--- src/rtl/parity_tx_serializer_pkg.sv ---
// parity_tx_serializer_pkg: FSM states and parity-mode constants shared by the parity serializer and checker
package parity_tx_serializer_pkg;
  typedef enum logic [1:0] {IDLE, DATA, PARITY} state_e;
  localparam bit PAR_EVEN = 1'b0;
  localparam bit PAR_ODD  = 1'b1;
endpackage

--- src/rtl/piso_shift_reg.sv ---
// piso_shift_reg: W-bit parallel-load, LSB-first serial-out register (clk, rst, load_i, shift_i, data_i -> q0_o)
module piso_shift_reg #(
  parameter int W = 8
) (
  input  logic         clk,
  input  logic         rst,
  input  logic         load_i,
  input  logic         shift_i,
  input  logic [W-1:0] data_i,
  output logic         q0_o
);
  logic [W-1:0] sr_q, sr_d;
  always_comb sr_d = load_i ? data_i : shift_i ? {1'b0, sr_q[W-1:1]} : sr_q;
  always_ff @(posedge clk)
    if (rst) sr_q <= '0;
    else sr_q <= sr_d;
  assign q0_o = sr_q[0];
endmodule

--- src/rtl/parity_tx_serializer.sv ---
// parity_tx_serializer: word in (in_valid/in_ready/in_data) -> LSB-first serial beats plus parity beat out (tx_valid/tx_ready/tx_bit/tx_last)
module parity_tx_serializer
  import parity_tx_serializer_pkg::*;
#(
  parameter int DATA_W = 8,
  parameter bit ODD    = PAR_EVEN
) (
  input  logic              clk,
  input  logic              reset,
  input  logic              in_valid,
  input  logic [DATA_W-1:0] in_data,
  output logic              in_ready,
  output logic              tx_valid,
  input  logic              tx_ready,
  output logic              tx_bit,
  output logic              tx_last
);
  localparam int CW = $clog2(DATA_W);
  state_e          state_q, state_d;
  logic [CW-1:0]   cnt_q, cnt_d;
  logic            acc_q, acc_d;
  logic            sr_bit, accept, beat, last_beat;
  assign in_ready  = !reset && (state_q == IDLE || (state_q == PARITY && tx_ready));
  assign accept    = in_valid && in_ready;
  assign beat      = state_q == DATA && tx_ready;
  assign last_beat = cnt_q == CW'(DATA_W - 1);
  piso_shift_reg #(.W(DATA_W)) u_sr (
    .clk     (clk),
    .rst     (reset),
    .load_i  (accept),
    .shift_i (beat),
    .data_i  (in_data),
    .q0_o    (sr_bit)
  );
  always_ff @(posedge clk)
    if (reset) begin
      state_q <= IDLE;
      cnt_q   <= '0;
      acc_q   <= 1'b0;
    end else begin
      state_q <= state_d;
      cnt_q   <= cnt_d;
      acc_q   <= acc_d;
    end
  always_comb begin
    state_d = state_q == IDLE ? (accept ? DATA : IDLE)
            : state_q == DATA ? ((tx_ready && last_beat) ? PARITY : DATA)
            : tx_ready ? (in_valid ? DATA : IDLE) : PARITY;
    // counter saturates on the final data beat so it never wraps inside a frame
    cnt_d   = accept ? '0 : (beat && !last_beat) ? cnt_q + 1'b1 : cnt_q;
    acc_d   = accept ? ODD : beat ? acc_q ^ sr_bit : acc_q;
  end
  always_comb begin
    tx_valid = state_q != IDLE;
    tx_last  = state_q == PARITY;
    tx_bit   = state_q == DATA ? sr_bit : state_q == PARITY ? acc_q : 1'b0;
  end
endmodule

--- config.mk ---
export PLATFORM = sky130hd
export DESIGN_NAME = parity_tx_serializer
export DESIGN_NICKNAME = d
export VERILOG_FILES = /design/src/rtl/parity_tx_serializer_pkg.sv /design/src/rtl/piso_shift_reg.sv /design/src/rtl/parity_tx_serializer.sv
export SDC_FILE = /design/constraint.sdc
export NUM_CORES = 1
export LEC_CHECK = 0
export ABC_AREA = 1
export CAP_MARGIN = 20
export CORE_UTILIZATION = 55
export DETAILED_ROUTE_END_ITERATION = 6
export GPL_ROUTABILITY_DRIVEN = 0
export GPL_TIMING_DRIVEN = 0
export PLACE_DENSITY = 0.94
export SETUP_SLACK_MARGIN = 0.3
export SLEW_MARGIN = 20
export SYNTH_ARGS = -nofsm -noshare
export SYNTH_HDL_FRONTEND = slang
export SYNTH_SLANG_ARGS = --single-unit
export TNS_END_PERCENT = 50
--- constraint.sdc ---
create_clock -name clk -period 2 [get_ports clk]
set_input_delay 0.4 -clock clk [delete_from_list [all_inputs] [get_ports clk]]
set_output_delay 0.4 -clock clk [all_outputs]
set_load 0.01 [all_outputs]
## Word-level counts from Yosys, hierarchy flattened

Index checks and enable logic that the tools add are counted.

- Register bits: 14
- Output and inout bits: 4
- Logic and storage cells: 32

- $add $sub $neg: 1
- Equality and inequality tests: 3
- Muxes and demuxes: 10
- Bitwise operators: 1
- Reductions and logical operators: 13

Operator list:

| cell | number |
|---|---|
| 2-to-1 mux 8 bit | 2 |
| 2-to-1 mux 2 bit | 4 |
| logical AND 1 bit | 6 |
| 2-to-1 mux 1 bit | 4 |
| nonzero test 2 bit | 2 |
| adder 3 x 1 -> 3 bit, second input constant | 1 |
| == test 3 bit, second input constant | 1 |
| == test 2 x 1 -> 1 bit, second input constant | 1 |
| == test 2 bit, second input constant | 1 |
| zero test 1 bit | 2 |
| zero test 2 bit | 1 |
| OR reduction 2 bit | 1 |
| logical OR 1 bit | 1 |
| bitwise XOR 1 bit | 1 |

## Logic depth before layout (Yosys ltp)

Gate-level depths: netlist of run 1.

- Depth in word-level cells: 7
- Depth in mapped cells: 8

## By module

Synthesis of run 1 repeated with hierarchy kept, for this count alone.

- Cells, all modules: 112
- Area total of the unflattened synthesis: 772.0 um^2

By module, submodules not included:

| module | instances | cells each | area each (um^2) | seq. area each (um^2) |
|---|---|---|---|---|
| piso_shift_reg | 1 | 63 | 406.6 | 160.2 |
| parity_tx_serializer | 1 | 49 | 365.4 | 120.1 |

## Worst setup path after synthesis of run 1

OpenSTA, ideal clock, no wires.

- Path type: register to output
- From: reg state_q[0]
- To: out tx_bit
- Arrival time: 0.793 ns
- Setup slack: 0.807 ns
- Stages on the path, launching flop included: 7
- Cell sequence: dfxtp_1 buf_6 inv_2 nand2_1 inv_1 nand2_1 nand2_1

- Longest elaborated chain between the ends: 3
- Elaborated cells between the ends (all ways): 4
- Those cells by class: 2 x eq/ne; 2 x mux

Ends and longest elaborated chain:

| element | line | source |
|---|---|---|
| start, declared | parity_tx_serializer.sv:19 | `state_e state_q, state_d;` |
| start signal, assigned | parity_tx_serializer.sv:41 | `state_q <= state_d;` |
| == test 2 bit | n/a |  |
| via tx_last | parity_tx_serializer.sv:16 | `output logic tx_last` |
| 2-to-1 mux 1 bit (2 in a row) | parity_tx_serializer.sv:56 | `tx_bit = state_q == DATA ? sr_bit : state_q == PARITY ? acc_q : 1'b0;` |
| end, declared | parity_tx_serializer.sv:15 | `output logic tx_bit,` |

The timed path passes the listed nets, and every way through them passes these cells.

## Final worst setup path of run 1

- From: reg state_q[0]
- To: out in_ready

- Longest elaborated chain between the ends: 4
- Elaborated cells between the ends (all ways): 5
- Those cells by class: 1 x eq/ne; 4 x reduce/logical

Ends and longest elaborated chain:

| element | line | source |
|---|---|---|
| == test 2 bit | parity_tx_serializer.sv:23 | `assign in_ready = !reset && (state_q == IDLE \|\| (state_q == PARITY && tx_ready));` |
| logical AND 1 bit | parity_tx_serializer.sv:23 |  |
| logical OR 1 bit * | parity_tx_serializer.sv:23 |  |
| logical AND 1 bit * | parity_tx_serializer.sv:23 |  |
| end, declared | parity_tx_serializer.sv:12 | `output logic in_ready,` |

Mark *: on every way between the ends. The rest lies on a longest branch, timed or not.

==> results of run 1 <==
-- stage by stage --
step / cell area, sq um / utilization, % / hold slack (ps) / instances
floorplan: 928.4 / - / 458.0 / 116
global placement: 1089 / 70.62 / 465.7 / 146
detailed placement: 1089 / 70.62 / 470.7 / 146
CTS: 1149 / 74.51 / 483.0 / 155
global route: 1156 / 75.00 / 500.3 / 155
finish: 1156 / 75.00 / 481.0 / 155
-- worst max-delay path: cells and delay by family, from the launching register on --
kind	cells	cell delay (ps)
and+or+nand+nor	2	230
DFF	1	330
buffers and inverters	3	510
-- layer usage --
metal | vias to the layer above | wire length (microns) | share of wire (%) | GRT usage (%)
met3 | 11 | 137 | 6.2 | 4.681
met5 | - | 0 | 0 | 0
met2 | 37 | 1037 | 47 | 41.19
met4 | 0 | 59 | 2.7 | 10.91
met1 | 409 | 972 | 44 | 33.25
li1 | 436 | - | - | -
-- report_power, final --
part	total, W	switching (W)	internal, W
clock network	0.000162	0.0000919	0.0000699
registers	0.000329	0.0000236	0.000306
logic	0.000304	0.000168	0.000136
-- timing repair --
action,4_1_cts,5_1_grt
buffers inserted,6,0
resized for setup,8,3
endpoints found under the setup margin,4,4
pin swaps,2,0
-- cell usage in the layout (no fill, tap or decap), types with 2 or more instances in the layout --
master,count
nand2_1,26
a21oi_2,12
inv_1,15
dfxtp_1,13
dlygate4sd2_1,3
clkdlybuf4s50_1,8
nand3_2,8
nand2_4,2
clkbuf_4,3
dlymetal6s2s_1,2
nand4_1,14
inv_2,2
nand3_1,5
buf_4,7
ha_1,2
buf_2,3
-- registers in the layout, indices dropped and copies added, names as in the netlist --
register   count
cnt_q          3
state_q        2
acc_q          1
u_sr.sr_q      8
-- area by class of cell --
class / count / area [sq um] / area share, %
Tap cell: 16 / 20.02 / 1.732
Inverter: 18 / 67.56 / 5.844
Buffer: 5 / 48.80 / 4.221
Timing Repair Buffer: 20 / 181.4 / 15.69
Multi-Input combinational cell: 79 / 534.3 / 46.21
Sequential cell: 14 / 281.5 / 24.35
Clock buffer: 3 / 22.52 / 1.948
-- cell families after synthesis --
family,after synthesis,share of synthesized area (%)
AOI/OAI and AO/OA,14,12.40
xor gates and xnor gates,1,0.9436
adders and majority gates,2,2.695
buffers and inverters,23,12.53
DFF,14,30.19
and+or+nand+nor,62,41.24
-- final timing paths --
check / start / endpoint / depth (start not counted)
max: state_q[0]$_SDFF_PP0_ / in_ready / 5
min: u_sr.sr_q[7]$_SDFFE_PP0P_ / u_sr.sr_q[7]$_SDFFE_PP0P_ / 2
max reg2reg: state_q[0]$_SDFF_PP0_ / state_q[0]$_SDFF_PP0_ / 9
min reg2reg: u_sr.sr_q[7]$_SDFFE_PP0P_ / u_sr.sr_q[7]$_SDFFE_PP0P_ / 2
==> results.json, run 1 <==
{
  "die_y_microns": 43.09,
  "dp_slack_ps": -208.6,
  "diodes": 0,
  "drc": 0,
  "finalNetCount": 155,
  "cts_root_buf": "clkbuf_4",
  "ctsHoldBuffers": 0,
  "die_w_microns": 43.09,
  "nFillCells": 122,
  "reg2reg_slack_ps": 590,
  "tightest_slew_ps": 283.7,
  "clockBufferDepth": 2,
  "drtAntennaViolNets": 0,
  "core.rowCount": 14,
  "insertion_delay_ps": 280,
  "fin_skew_ps": 0.8830,
  "port_buffers": 14,
  "synthTopCellsByArea": "dfxtp_1, a21oi_2, nand2_1",
  "drive_gt1_share_pct": 33.09,
  "synth-async-reset-ratio_pct": 0,
  "numCtsBuffers": 3,
  "end_kind": "output pin",
  "ys.flop_type": "dfxtp_1",
  "dp_hpwl_mm": 1.423,
  "critPathKind": "reg2out",
  "viasPerCell": 5.761,
  "rsz0062_at_grt": "yes",
  "drv_cap": 0,
  "drt_iter0_markers": 9,
  "fmax_ghz": 0.5677,
  "clock_sinks": 14,
  "syn_nets": 130,
  "gr-total-overflow": 0,
  "setup_slack_ps": 238.4,
  "yosys_warnings": 0,
  "first_pass_iters": 5,
  "vdd_drop_max_uv": 393.4,
  "synth_top_cell_by_area": "dfxtp_1",
  "synth_seq_cells": 14,
  "maxSlewHeadroom_pct": 81.02,
  "synth_edf_count": 0,
  "ys_top_cells_by_count": "nand2_1, inv_1, dfxtp_1, nand4_1, a21oi_2",
  "path_cells": "buf_6 -> buf_4 -> nor2_8 -> and2_2 -> dlygate4sd2_1",
  "powerDensity_nw_per_um2": 687.3,
  "critPathLaunchType": "register",
  "fin_total_pwr_w": 0.0007946,
  "grt_max_degree": 11,
  "cpMaxStageDelayCell": "dfxtp_1",
  "cts_tree": "built",
  "leakage_nw": 0.5375,
  "status": "complete, no violations",
  "core-area_sq_um": 1541,
  "worstPathRequired_ps": 1600,
  "path_clk_slew_ps": 80,
  "synth_most_common_cell": "nand2_1",
  "critical_path_arrival_ps": 1360,
  "boundaryPins": 16,
  "hold_viol_final": 0,
  "fin_crit_ps": 1762,
  "syn-cell-area_sq_um": 928.4,
  "dieArea_sq_um": 1856,
  "htree_levels": 1,
  "fin_crit_sh_pct": 88.08,
  "totalWireLength_mm": 2.206,
  "grt_use_total_pct": 25.65,
  "ys_seq_area_share_pct": 30.19,
  "hold_class": "reg2reg",
  "start_util_pct": 60.23,
  "synth_area_per_cell_sq_um": 8.003,
  "wl_per_cell_microns": 14.23,
  "synth_cell_types": 24,
  "final-setup-viol-count": 0,
  "area_delta_synth_final_pct": 24.53,
  "syn-instance-count": 116,
  "antenna_found_initial": 0,
  "crit_fanout": 3,
  "slowest_delay_ps": 330,
  "tns_ps": 0,
  "grt_pass1_vias": 819,
  "grt_first_pass_wirelength_mm": 3.663,
  "drv_slew": 0,
  "synth_top_area_share_pct": 30.19,
  "vias": 893
}
(Power assumes the default switching activity.)
==> inputs of run 2 (changes only) <==
Settings changed: CAP_MARGIN 20 to 5, SKIP_LAST_GASP set to 1.
==> results of run 2 <==
No change in the layout: final DEF, timing and power equal those of run 1.
==> inputs of run 3 (changes only) <==
Settings changed: CORE_MARGIN set to 8.
==> results.json, run 3 (synthesis results as in run 1) <==
{
  "clockPowerShare_pct": 25.7,
  "reg2reg_slack_ps": 560,
  "crit_fanout": 3,
  "drc": 0,
  "final_common_cell": "nand2_1",
  "fin_skew_ps": 2.231,
  "path_clk_slew_ps": 90,
  "diodes": 0,
  "rsz0062_at_grt": "yes",
  "grt_max_degree": 11,
  "reg2reg_to": "state_q[0]$_SDFF_PP0_",
  "internal_power_w": 0.0005434,
  "vdd_drop_max_uv": 442.1,
  "drv_cap": 0,
  "antenna_found_initial": 0,
  "tns_ps": 0,
  "final-setup-viol-count": 0,
  "powerDensity_nw_per_um2": 717.7,
  "critPathLaunchType": "input pin",
  "totalWireLength_mm": 2.175,
  "finalNetCount": 153,
  "slowest_delay_ps": 510,
  "grt_first_pass_wirelength_mm": 3.622,
  "first_pass_iters": 4,
  "largest_register": "u_sr.sr_q",
  "hold_viol_final": 0,
  "switching_share_pct": 34.93,
  "wl_per_cell_microns": 14.03,
  "insertion_delay_ps": 290,
  "grt_use_total_pct": 13.52,
  "htree_levels": 1,
  "r2r_cells": 9,
  "fin_crit_ps": 1816,
  "cpMaxStageDelayCell": "clkdlybuf4s50_1",
  "dieArea_sq_um": 3259,
  "whs_ps": 474.6,
  "drv_slew": 0,
  "critical_path_arrival_ps": 1420,
  "gr-total-overflow": 0,
  "numCtsBuffers": 3,
  "fmax_ghz": 0.5508,
  "dp.cells": 147,
  "ctsHoldBuffers": 0,
  "die_w_microns": 57.09,
  "area_delta_synth_final_pct": 25.34,
  "drive_gt1_share_pct": 31.88,
  "status": "complete, no violations",
  "min_from": "in_valid",
  "p_comb_share_pct": 34.9,
  "worstPathRequired_ps": 1600,
  "viasPerCell": 5.665,
  "reg2reg_from": "state_q[0]$_SDFF_PP0_",
  "end_kind": "output pin",
  "boundaryPins": 16,
  "p_switching_w": 0.0002917,
  "leakage_nw": 0.5317,
  "path_cells": "clkdlybuf4s50_1 -> inv_2 -> nand2_4 -> and2_2 -> clkdlybuf4s15_1",
  "critPathKind": "in2out",
  "drt_iter0_markers": 25,
  "dp_hpwl_mm": 1.443,
  "core-area_sq_um": 1652,
  "hold_end": "u_sr.sr_q[7]$_SDFFE_PP0P_",
  "start_util_pct": 56.21,
  "layout_common_cells": "nand2_1, inv_1, nand4_1, dfxtp_1, a21oi_2",
  "die_y_microns": 57.09,
  "nFillCells": 125,
  "clock_sinks": 14,
  "fin_crit_sh_pct": 90.78,
  "seqPwrFrac_pct": 39.4,
  "tightest_slew_ps": 247.8,
  "hold_class": "in2reg",
  "maxSlewHeadroom_pct": 83.30,
  "port_buffers": 14,
  "cts_root_buf": "clkbuf_4",
  "whs_path_depth": 3,
  "instances_no_fill": 155,
  "reg_top3": "u_sr.sr_q (8), cnt_q (3), state_q (2)",
  "grt_pass1_vias": 858,
  "vias": 878,
  "largest_register_ff_count": 8,
  "drtAntennaViolNets": 0,
  "cts_tree": "built",
  "clockBufferDepth": 2,
  "core.rowCount": 15,
  "final_core_util_pct": 70.45
}
## run 3: changes by cell type in the layout (fill, tap and decap cells not counted), sizes merged
cell / delta
buf: -3
clkdlybuf4s15: +2
dlygate4sd2: -2
clkbuf: +1
clkdlybuf4s50: +1
## run 3: timing repair
action,in CTS,in global routing
pin swaps,1,0
resized for setup,7,2
buffers inserted,3,1
setup endpoints to repair,4,3
## run 3: final cells by class
type | instances | area (sq um) | area share, %
clock buffers | 4 | 36.28 | 3.118
repair buffers | 18 | 173.9 | 14.95
inverters | 18 | 67.56 | 5.806
plain buffers | 5 | 48.80 | 4.194
well taps | 17 | 21.27 | 1.828
flip-flops and latches | 14 | 281.5 | 24.19
multi-input cells | 79 | 534.3 | 45.91
## run 3: how the worst max path moves through the flow
stage / startpoint / to / slack [ps]
2_1_floorplan: state_q[0]$_SDFF_PP0_ / tx_bit / 810
3_3_place_gp: reset / in_ready / -200
3_5_place_dp: reset / in_ready / -200
4_1_cts: tx_ready / in_ready / 100
5_1_grt: tx_ready / in_ready / 140
6_report: tx_ready / in_ready / 180
## run 3: critical path, delay by kind of cell
family                 cells  cell delay [ps]
buffers and inverters      3              800
and+or+nand+nor            2              200
## run 3: power by group through the flow
stage                     clock network, W  registers, W  logic, W
after floorplan                          0      0.000329  0.000195
after global placement                   0      0.000331  0.000266
after detailed placement                 0      0.000333  0.000272
after CTS                         0.000217      0.000328  0.000288
after global routing              0.000221      0.000332  0.000320
final                             0.000215      0.000329  0.000291
## run 3: through the flow
stage / setup WS, ps / total power [W] / area [sq um]
after global routing: 143.3 / 0.0008729 / 1164
after detailed placement: -203.2 / 0.0006048 / 1090
after CTS: 97.04 / 0.0008330 / 1151
after global placement: -202.2 / 0.0005971 / 1090
final: 184.4 / 0.0008351 / 1164
after floorplan: 806.8 / 0.0005237 / 928.4
## run 3: layer usage
metal	up-vias	GRT usage, %	wire (microns)
met5	-	0	0
met4	0	9.396	72
met3	10	1.552	73
met2	29	22.48	1113
met1	409	15.59	916
li1	430	-	-
